--- config.mk ---
export PLATFORM = sky130hd
export DESIGN_NAME = blk_b16cad
export DESIGN_NICKNAME = d
export VERILOG_FILES = /design/src/rtl/blk_b16cad.sv
export SDC_FILE = /design/constraint.sdc
export NUM_CORES = 1
export LEC_CHECK = 0
export ABC_AREA = 0
export BUFFER_PORTS_ARGS = -buffer_cell sky130_fd_sc_hd__buf_2
export CORE_MARGIN = 2
export CORE_UTILIZATION = 35
export DETAILED_ROUTE_END_ITERATION = 12
export MAX_ROUTING_LAYER = met4
export PLACE_DENSITY_LB_ADDON = 0.2
export SYNTH_ARGS = -nofsm -noshare
export SYNTH_HDL_FRONTEND = slang
export SYNTH_SLANG_ARGS = --single-unit
--- constraint.sdc ---
create_clock -name clk -period 2.9 [get_ports clk]
set_input_delay 0 -clock clk [delete_from_list [all_inputs] [get_ports clk]]
set_output_delay 0 -clock clk [all_outputs]
set_load 0.05 [all_outputs]
--- src/rtl/blk_b16cad.sv ---
// Packs 2-bit direct-control-transfer trace codes into 15-code frames behind a one-deep output slot.
// Optional macro DCT_DROP_COUNTER_EN adds the drop_cnt output (saturating count of codes dropped in STALL).
module blk_b16cad #(
   parameter bit FLUSH_ON_TRC_OFF = 1'b1
) (
   input  logic        clk,
   input  logic        jrst_n,
   input  logic        trc_on,
   input  logic        dct_valid,
   input  logic [1:0]  dct_code,
   input  logic        flush,
   input  logic        frame_ready,
   output logic        frame_valid,
   output logic [33:0] frame_data,
   output logic [29:0] dct_buffer,
   output logic [3:0]  dct_count,
   output logic        ovf,
   input  logic        ovf_clr
`ifdef DCT_DROP_COUNTER_EN
   ,
   output logic [7:0]  drop_cnt
`endif
);

   localparam int unsigned CODE_W = 2;
   localparam int unsigned BUF_W  = 30;
   localparam int unsigned CNT_W  = 4;
   localparam int unsigned DROP_W = 8;

   typedef struct packed {
      logic [CNT_W-1:0] count;
      logic [BUF_W-1:0] buffer;
   } frame_t;

   typedef enum logic [1:0] {EMPTY, FILL, STALL} state_e;

   state_e             state_q, state_d;
   logic [BUF_W-1:0]   buf_q, buf_d;
   logic [CNT_W-1:0]   cnt_q, cnt_d;
   frame_t             frame_q, frame_d;
   logic               frame_valid_q, frame_valid_d;
   logic               ovf_q, ovf_d;
   logic               trc_q, trc_d;

   logic               slot_free;
   logic               accept;
   logic               flush_req;
   logic               drop;
   logic               emit_req;
   logic [BUF_W-1:0]   nxt_buf;
   logic [CNT_W-1:0]   nxt_cnt;

   assign slot_free = !frame_valid_q || frame_ready;
   assign accept    = trc_on && dct_valid;
   assign flush_req = flush || (FLUSH_ON_TRC_OFF && trc_q && !trc_on);
   assign drop      = (state_q == STALL) && accept;
   assign nxt_buf   = accept ? {buf_q[BUF_W-CODE_W-1:0], dct_code} : buf_q;
   assign nxt_cnt   = cnt_q + CNT_W'(accept);
   // A frame is due when the 15th code lands or a flush finds anything to send.
   assign emit_req  = (accept && (cnt_q == CNT_W'(14))) ||
                      (flush_req && (nxt_cnt != '0));

   always_comb begin
      state_d       = state_q;
      buf_d         = buf_q;
      cnt_d         = cnt_q;
      frame_d       = frame_q;
      frame_valid_d = frame_valid_q && !frame_ready;
      ovf_d         = ovf_q;
      trc_d         = trc_on;

      case (state_q)
         STALL: begin
            if (slot_free) begin
               frame_d       = '{count: cnt_q, buffer: buf_q};
               frame_valid_d = 1'b1;
               buf_d         = '0;
               cnt_d         = '0;
               state_d       = EMPTY;
            end
         end
         default: begin
            if (emit_req && slot_free) begin
               frame_d       = '{count: nxt_cnt, buffer: nxt_buf};
               frame_valid_d = 1'b1;
               buf_d         = '0;
               cnt_d         = '0;
               state_d       = EMPTY;
            end else begin
               buf_d   = nxt_buf;
               cnt_d   = nxt_cnt;
               if (emit_req)
                  state_d = STALL;
               else if (nxt_cnt == '0)
                  state_d = EMPTY;
               else
                  state_d = FILL;
            end
         end
      endcase

      // A same-cycle drop wins over the clear.
      if (ovf_clr) ovf_d = 1'b0;
      if (drop)    ovf_d = 1'b1;
   end

   always_ff @(posedge clk or negedge jrst_n) begin
      if (!jrst_n) begin
         state_q       <= EMPTY;
         buf_q         <= '0;
         cnt_q         <= '0;
         frame_q       <= '0;
         frame_valid_q <= 1'b0;
         ovf_q         <= 1'b0;
         trc_q         <= 1'b0;
      end else begin
         state_q       <= state_d;
         buf_q         <= buf_d;
         cnt_q         <= cnt_d;
         frame_q       <= frame_d;
         frame_valid_q <= frame_valid_d;
         ovf_q         <= ovf_d;
         trc_q         <= trc_d;
      end
   end

   assign frame_valid = frame_valid_q;
   assign frame_data  = frame_q;
   assign dct_buffer  = buf_q;
   assign dct_count   = cnt_q;
   assign ovf         = ovf_q;

`ifdef DCT_DROP_COUNTER_EN
   logic [DROP_W-1:0] drop_cnt_q, drop_cnt_d;

   always_comb begin
      drop_cnt_d = ovf_clr ? '0 : drop_cnt_q;
      if (drop && (drop_cnt_d != '1))
         drop_cnt_d = drop_cnt_d + DROP_W'(1);
   end

   always_ff @(posedge clk or negedge jrst_n) begin
      if (!jrst_n) drop_cnt_q <= '0;
      else         drop_cnt_q <= drop_cnt_d;
   end

   assign drop_cnt = drop_cnt_q;
`else
   localparam int unsigned DROP_UNUSED_W = DROP_W;
`endif

endmodule

# == After elaboration in Yosys (flattened, before gate mapping) ==
# Cells that the tools add are included.
# op_classes
addsub,1
n_eq_ne,3
n_mux,20
n_reduce_logical,18
# ops
cell,n
$mux W30,4
$mux W34,3
$mux W4,3
$mux W2,4
$logic_and A1 B1 Y1,7
$mux W1,6
$add A4 B1 Y4,1
$eq A4 B4 Y1 const B,1
$logic_not A4 Y1,1
$reduce_bool A2 Y1,2
$reduce_bool A4 Y1,1
$logic_not A1 Y1,3
$logic_or A1 B1 Y1,3
$eq A2 B2 Y1 const B,1
$ne A2 B2 Y1 const B,1
$reduce_and A2 Y1,1
# word_totals
regBits,73
in_bits,9
out_inout_bits,70
elab_cells,50

# == Longest topological paths before layout ==
# Gate-level depths: netlist of the first run.
# depth
depth_word,8
mapped_depth,11

# == Least setup slack after synthesis of the first run ==
# Ideal clock, no wire load.
# synth_path
path_type,register to register
start,"register cnt_q[0], in the netlist dct_count[0]"
end,"register frame_q, in the netlist frame_data[32]"
setup_time_ns,0.128
t_arrival_ns,2.431
required_time_ns,2.772
setup_slack_ns,0.342
path_stages_with_launch,8
synth_period_minus_slack_ns,2.558
cell_sequence,dfrtp_1 > ha_1 > ha_1 > a2111oi_4 > o221a_4 > or2_1 > buf_4 > mux2_1
# synth_via
elab_chain_cells,7
word_cells_on_any_way,11
cone_classes,add/sub (1); eq/ne (1); mux (2); reduce/logical (7)
# synth_rtl
item,line,source
from (decl),39,"logic [CNT_W-1:0] cnt_q, cnt_d;"
from (signal assigned),119,cnt_q <= cnt_d;
$add A4 B1 Y4,58,assign nxt_cnt = cnt_q + CNT_W'(accept);
$reduce_bool A4 Y1,61,(flush_req && (nxt_cnt != '0));
$logic_and A1 B1 Y1,61,
$logic_or A1 B1 Y1,60,assign emit_req = (accept && (cnt_q == CNT_W'(14))) ||
$logic_and A1 B1 Y1,83,if (emit_req && slot_free) begin
$reduce_bool A2 Y1 (no line),-,
$reduce_and A2 Y1 (no line),-,
to (signal assigned),120,frame_q <= frame_d;
to (decl),40,"frame_t frame_q, frame_d;"
# Parallel ways exist; a longest one is shown, timed or not. The select of a mux whose other input is x is not followed.
# A chain may end at the register's enable or synchronous reset.

# == Worst setup path in the final report of the first run ==
# layout_path
start,input port trc_on
end,"register frame_q, in the netlist frame_data[28]"
# layout_via
elab_chain_cells,8
word_cells_on_any_way,15
cone_classes,add/sub (1); mux (3); reduce/logical (11)
# layout_rtl
item,line,source
from (decl),8,"input logic trc_on,"
$logic_and A1 B1 Y1 / $logic_not A1 Y1 (equally long branches),"54, 55",
$add A4 B1 Y4 / $logic_and A1 B1 Y1 (equally long branches),"58, 55",
$reduce_bool A4 Y1 / $logic_or A1 B1 Y1 (equally long branches),"61, 55",
$logic_and A1 B1 Y1,61,
$logic_or A1 B1 Y1,60,
$logic_and A1 B1 Y1,83,
$reduce_bool A2 Y1 (no line),-,
$reduce_and A2 Y1 (no line),-,
# Parallel ways exist; a longest one is shown, timed or not. The select of a mux whose other input is x is not followed.

==> impl_metrics.tcl, run 1 <==
set metrics [dict create \
    crit_path_max_incr_delay_ns 0.53 \
    drv_cap 0 \
    yosys_warnings 0 \
    maxSlewViolCount 0 \
    drive_above_1_share_pct 28.0 \
    drt-total-wl_um 8230 \
    status "completed" \
    core_area_um2 9110 \
    post-route-drc-count 0 \
    synth_cell_types 33 \
    min_period_over_period_pct 92.8 \
    die_y_um 100 \
    vdd_drop_max_mv 0.373 \
    hp-class "in -> reg" \
    final_util_pct 43.2 \
    finClkSkew_ns 0.00569 \
    initial_core_util_pct 35.6 \
    critPathTopFamily "buffers and inverters" \
    num_vias 2597 \
    syn_area_um2 3250 \
    syn_nets 305 \
    grt_usage_pct 17.8 \
    fmaxAchievable_mhz 372 \
    stdcell_area_um2 3940 \
    grt_max_degree 74 \
    hold_viol 0 \
    drt_iter0_markers 135 \
    fp.dieArea_um2 10100 \
    clock_latency_ns 0.34 \
    wire_per_inst_um 16.9 \
    cp_cell_sequence "dlygate4sd3_1 -> buf_2 -> nand2_1 -> inv_1 -> ha_1 -> ha_1 -> a2111oi_4 -> o221a_4 -> or2_1 -> buf_4 -> o21ai_1" \
    path_buf_inv 4 \
    fin_setup_tns_ns 0 \
    arrival_ns 2.90 \
    maxSlewHeadroom_pct 36.7 \
    ys_seq_elements 73 \
    grt_pass1_vias 2535 \
    avgSynthCellArea_um2 11.0 \
    p_per_area_nw_per_um2 791 \
    cp_slowest_cell "dlygate4sd3_1" \
    crit_top_cell "ha_1" \
    leakage_nw 1.94 \
    placementRows 35 \
    dpl_cell_area_um2 3720 \
    io_pins 79 \
    ant_nets 0 \
    via_per_inst 5.34 \
    die-width_um 100 \
    cts_buffers 9 \
    synth_top_cell_area_share_pct 56.3 \
    hold_ws_ns 0.0923 \
    rsz0062_at_grt "false" \
    syn_to_final_growth_pct 21.3 \
    ctsLongestPathBuffers 2 \
    port_buffers 78 \
    first_pass_iters 4 \
    fillers 935 \
    cp-start-kind "input port" \
    setup_viol 0 \
    p_total_mw 3.12 \
    tritoncts "done" \
    cts.sinks 73 \
    layout.nets 382 \
    antenna_cells 0 \
    synthCells 294 \
    crit_required_ns 3.11 \
    endpoint_kind "register" \
    ys_seq_area_share_pct 56.3 \
    worstPathMaxFanout 33 \
    grt_pass1_wl_um 13600 \
    gr-total-overflow 0 \
    cts-root-buf "clkbuf_8" \
    dp_hpwl_um 4990 \
    place.gp.congestion 0.796 \
    yosys.area.top_type "dfrtp_1" \
    antenna_found_initial 0 \
    clk_pin_slew_ns 0.07 \
    crit_type "in -> reg" \
    tightest_slew_ns 0.950 \
    htreeDepth 3 \
    period_needed_ns 2.69 \
    synthTopCellsByArea "dfrtp_1, mux2i_1, o21ai_0" \
]
[sequential cells by signal (all words and copies together) (netlist names)]
signal,cells
dct_buffer,30
dct_count,4
frame_data,34
frame_valid,1
ovf,1
state_q,2
trc_q,1
[metal layers]
layer  wire (um)  part of all wire (%)  vias up  track usage, %
met3         366                   4.4        6            4.46
met5           0                     0        -               -
met2        3860                    47       71            27.4
li1            -                     -     1219               -
met1        3920                    48     1301            23.6
met4          73                  0.89        0            4.43
[through the flow]
step                      setup WS, ns  cells
after floorplan                  0.342    294
after detailed placement         0.364    466
after global routing            0.0417    486
after global placement           0.463    466
final                            0.210    486
after CTS                        0.183    486
[timing repair]
| action | CTS | global route |
|---|---|---|
| hold buffers | 5 | 0 |
| setup endpoints to repair | 0 | 12 |
| endpoints found under the hold margin | 79 | 0 |
| buffers inserted | 0 | 0 |
| gates resized for setup | 0 | 1 |
[where the power goes]
group	total (mW)	switching, mW	internal [mW]
Combinational	1.21	0.914	0.295
Sequential	1.22	0.0931	1.12
Clock	0.691	0.364	0.327
[worst paths after layout]
kind / startpoint / end / slack (ns) / cells after the start
setup / recovery: trc_on / frame_data[28] / 0.21 / 11
hold / removal: frame_ready / state_q[1] / 0.09 / 3
setup reg to reg: dct_count[0] / frame_data[28] / 0.44 / 7
hold reg to reg: frame_data[32] / frame_data[32] / 0.50 / 1
max in group asynchronous: jrst_n / frame_data[0] / 1.95 / 2
min in group asynchronous: jrst_n / trc_q / 0.33 / 2
[cells in the mapped netlist, drive strengths merged]
cell     instances
a22o            10
nand4            1
mux2             1
inv              3
or2              1
a22oi           22
mux2i           32
ha               2
a31o             1
or3              1
nand2            6
nor2b            3
o22ai            1
a2111oi          1
xnor2            1
o21a             1
o21ai           71
buf             10
nand2b           2
nand3            1
xor2             1
a21boi           1
nor2            29
o221a            1
and2             2
nand4b           1
dfrtp           73
clkbuf          12
a21oi            3
[layout make-up]
cell class	count	area [um2]	share of cell area, %
Inverter	3	11.3	0.286
Multi-Input combinational cell	196	1310	33.1
Timing Repair Buffer	88	493	12.5
Sequential cell	73	1830	46.4
Tap cell	111	139	3.53
Clock buffer	12	145	3.69
Clock inverter	3	17.5	0.445
[placed cells by master (no fill, tap or decap), types with 2 or more instances in the layout]
master,n
buf_2,77
dfrtp_1,73
o21ai_0,36
o21ai_1,33
mux2i_1,32
nor2_1,28
a22oi_1,22
a22o_1,10
clkbuf_8,10
nand2_1,6
dlygate4sd3_1,5
buf_4,5
inv_1,3
a21oi_1,3
nand2b_1,2
nor2b_1,2
o21ai_2,2
and2_1,2
ha_1,2
clkbuf_1,2
clkinv_2,2
[cells by family (layout without fill, tap and decap cells)]
kind of cell	after synthesis	in the layout	synth area share, %
mux	33	33	10.2
fa+ha+maj	2	2	0.771
buf+inv	25	106	4.01
xor+xnor	2	2	0.540
simple gates	47	47	6.40
flops	73	73	56.3
compound gates	112	112	21.8
[worst min-delay path, delay by kind of cell]
kind	cells	cell delay, ns
buf+inv	1	0.09
simple gates	2	0.29
No activity file was read; power rests on OpenSTA's default activity.
==> run 2, diff against run 1 <==
--- a/config.mk
+++ b/config.mk
@@ -8,9 +8,8 @@
 export ABC_AREA = 0
 export BUFFER_PORTS_ARGS = -buffer_cell sky130_fd_sc_hd__buf_2
 export CORE_MARGIN = 2
-export CORE_UTILIZATION = 35
+export CORE_UTILIZATION = 53
 export DETAILED_ROUTE_END_ITERATION = 12
-export MAX_ROUTING_LAYER = met4
 export PLACE_DENSITY_LB_ADDON = 0.2
 export SYNTH_ARGS = -nofsm -noshare
 export SYNTH_HDL_FRONTEND = slang
==> impl_metrics.tcl, run 2 (same netlist as run 1, synthesis figures left out) <==
set metrics [dict create \
    cp-start-kind "input port" \
    maxSlewViolCount 0 \
    rsz0062_at_grt "false" \
    die-width_um 82.3 \
    min_period_over_period_pct 88.3 \
    endpoint_kind "register" \
    final_common_cell "buf_2" \
    multi_input_area_um2 1300 \
    whs_path_depth 3 \
    drive_above_1_share_pct 27.8 \
    r2r_cells 7 \
    htreeDepth 3 \
    gr-total-overflow 0 \
    final_util_pct 66.0 \
    vdd_drop_max_mv 0.550 \
    grt_pass1_vias 2457 \
    antenna_cells 0 \
    stdcell_area_um2 3910 \
    cts_buffers 9 \
    worstHoldStart "frame_ready" \
    tightest_slew_ns 0.905 \
    fp.dieArea_um2 6770 \
    first_pass_iters 5 \
    syn_to_final_growth_pct 20.3 \
    drt_iter0_markers 260 \
    fin_setup_tns_ns 0 \
    fmaxAchievable_mhz 391 \
    preCtsSetupSlack_ns 0.328 \
    worstPathMaxFanout 23 \
    core_area_um2 5920 \
    finClkSkew_ns 0.0106 \
    maxSlewHeadroom_pct 39.6 \
    cts-root-buf "clkbuf_8" \
    period_needed_ns 2.56 \
    hold_viol 0 \
    antenna_found_initial 0 \
    crit_type "in -> reg" \
    placementRows 28 \
    grt_pass1_wl_um 12300 \
    grt_max_degree 74 \
    grt_usage_pct 24.2 \
    post-route-drc-count 0 \
    largest_reg_flops 34 \
    clk_pin_slew_ns 0.07 \
    regArea_um2 1830 \
    reg2reg_from "dct_count[0]" \
    clock_latency_ns 0.35 \
    post_cts_buffers 0 \
    status "completed" \
    crit_required_ns 3.11 \
    io_pins 79 \
    layout.nets 384 \
    final.setup.worst_slack_ns 0.339 \
    num_vias 2609 \
    dp_hpwl_um 4750 \
    reg2reg_to "frame_data[23]" \
    place.gp.congestion 0.822 \
    initial_core_util_pct 54.8 \
    p_per_area_nw_per_um2 801 \
    hold_ws_ns 0.0842 \
    leakage_nw 1.95 \
    ant_nets 0 \
    wire_per_inst_um 16.7 \
    port_buffers 78 \
    ctsLongestPathBuffers 2 \
    holdPathEnd "state_q[1]" \
    die_y_um 82.3 \
    arrival_ns 2.77 \
    regToRegSetupSlack_ns 0.48 \
    cts.sinks 73 \
    via_per_inst 5.76 \
    drt-total-wl_um 7580 \
    setup_viol 0 \
    dpl_cell_area_um2 3690 \
    hp-class "in -> reg" \
    tritoncts "done" \
    drv_cap 0 \
    final_cell_mix "buf_2, dfrtp_1, o21ai_0, o21ai_1, mux2i_1" \
    fillers 494 \
]
## run 2: cell types whose count changed in the layout (fill, tap and decap cells not counted)
| cell | before | now |
|---|---|---|
| clkinvlp_4 | 1 | 0 |
| o21ai_2 | 2 | 1 |
| buf_4 | 5 | 7 |
| clkbuf_1 | 2 | 4 |
| clkinv_2 | 2 | 1 |
| clkinv_4 | 0 | 1 |
| o21ai_1 | 33 | 34 |
## run 2: area by class of cell
class / count / area share [%]
clock inverter: 2 / 0.352
timing repair buffer: 90 / 13.0
inverter: 3 / 0.288
sequential: 73 / 46.7
tap: 75 / 2.40
multi-input combinational: 196 / 33.3
clock buffer: 14 / 3.91
## run 2: power by group
group	internal, mW	leakage [nW]	total (mW)	switching, mW
clock network	0.336	0.0847	0.697	0.361
logic	0.308	0.860	1.22	0.909
registers	1.12	1.00	1.21	0.0910
total	1.77	1.95	3.13	1.36
## run 2: what timing repair did
action	4_1_cts	5_1_grt
endpoints found under the setup margin	0	24
gates resized for setup	0	1
hold buffers	5	0
hold endpoints to repair	79	0
## run 2: worst max-delay path by stage
stage / startpoint / endpoint / depth (start not counted)
CTS: trc_on / dct_buffer[8] / 11
global route: trc_on / frame_data[23] / 11
finish: trc_on / frame_data[23] / 11
global placement: dct_count[0] / dct_count[3] / 6
floorplan: dct_count[0] / frame_data[32] / 7
detailed placement: dct_count[0] / dct_buffer[8] / 7
## run 2: per-stage QoR
step / cells / power [mW]
2_1_floorplan: 294 / 2.16
3_3_place_gp: 432 / 2.42
3_5_place_dp: 432 / 2.44
4_1_cts: 453 / 3.14
5_1_grt: 453 / 3.30
6_report: 453 / 3.13
## run 2: layer usage
metal	global-route usage [%]	vias to the layer above	wire length, um
met3	5.65	9	365
li1	-	1220	-
met2	36.3	71	3670
met5	0	-	0
met1	34.8	1309	3410
met4	7.83	0	130
## run 2: critical path: stages
cell	delay [ns]
dlygate4sd3_1	0.53
buf_2	0.13
nand2_1	0.19
inv_1	0.09
ha_1	0.23
ha_1	0.36
a2111oi_4	0.43
o221a_4	0.26
or2_1	0.15
buf_4	0.29
o21ai_1	0.12
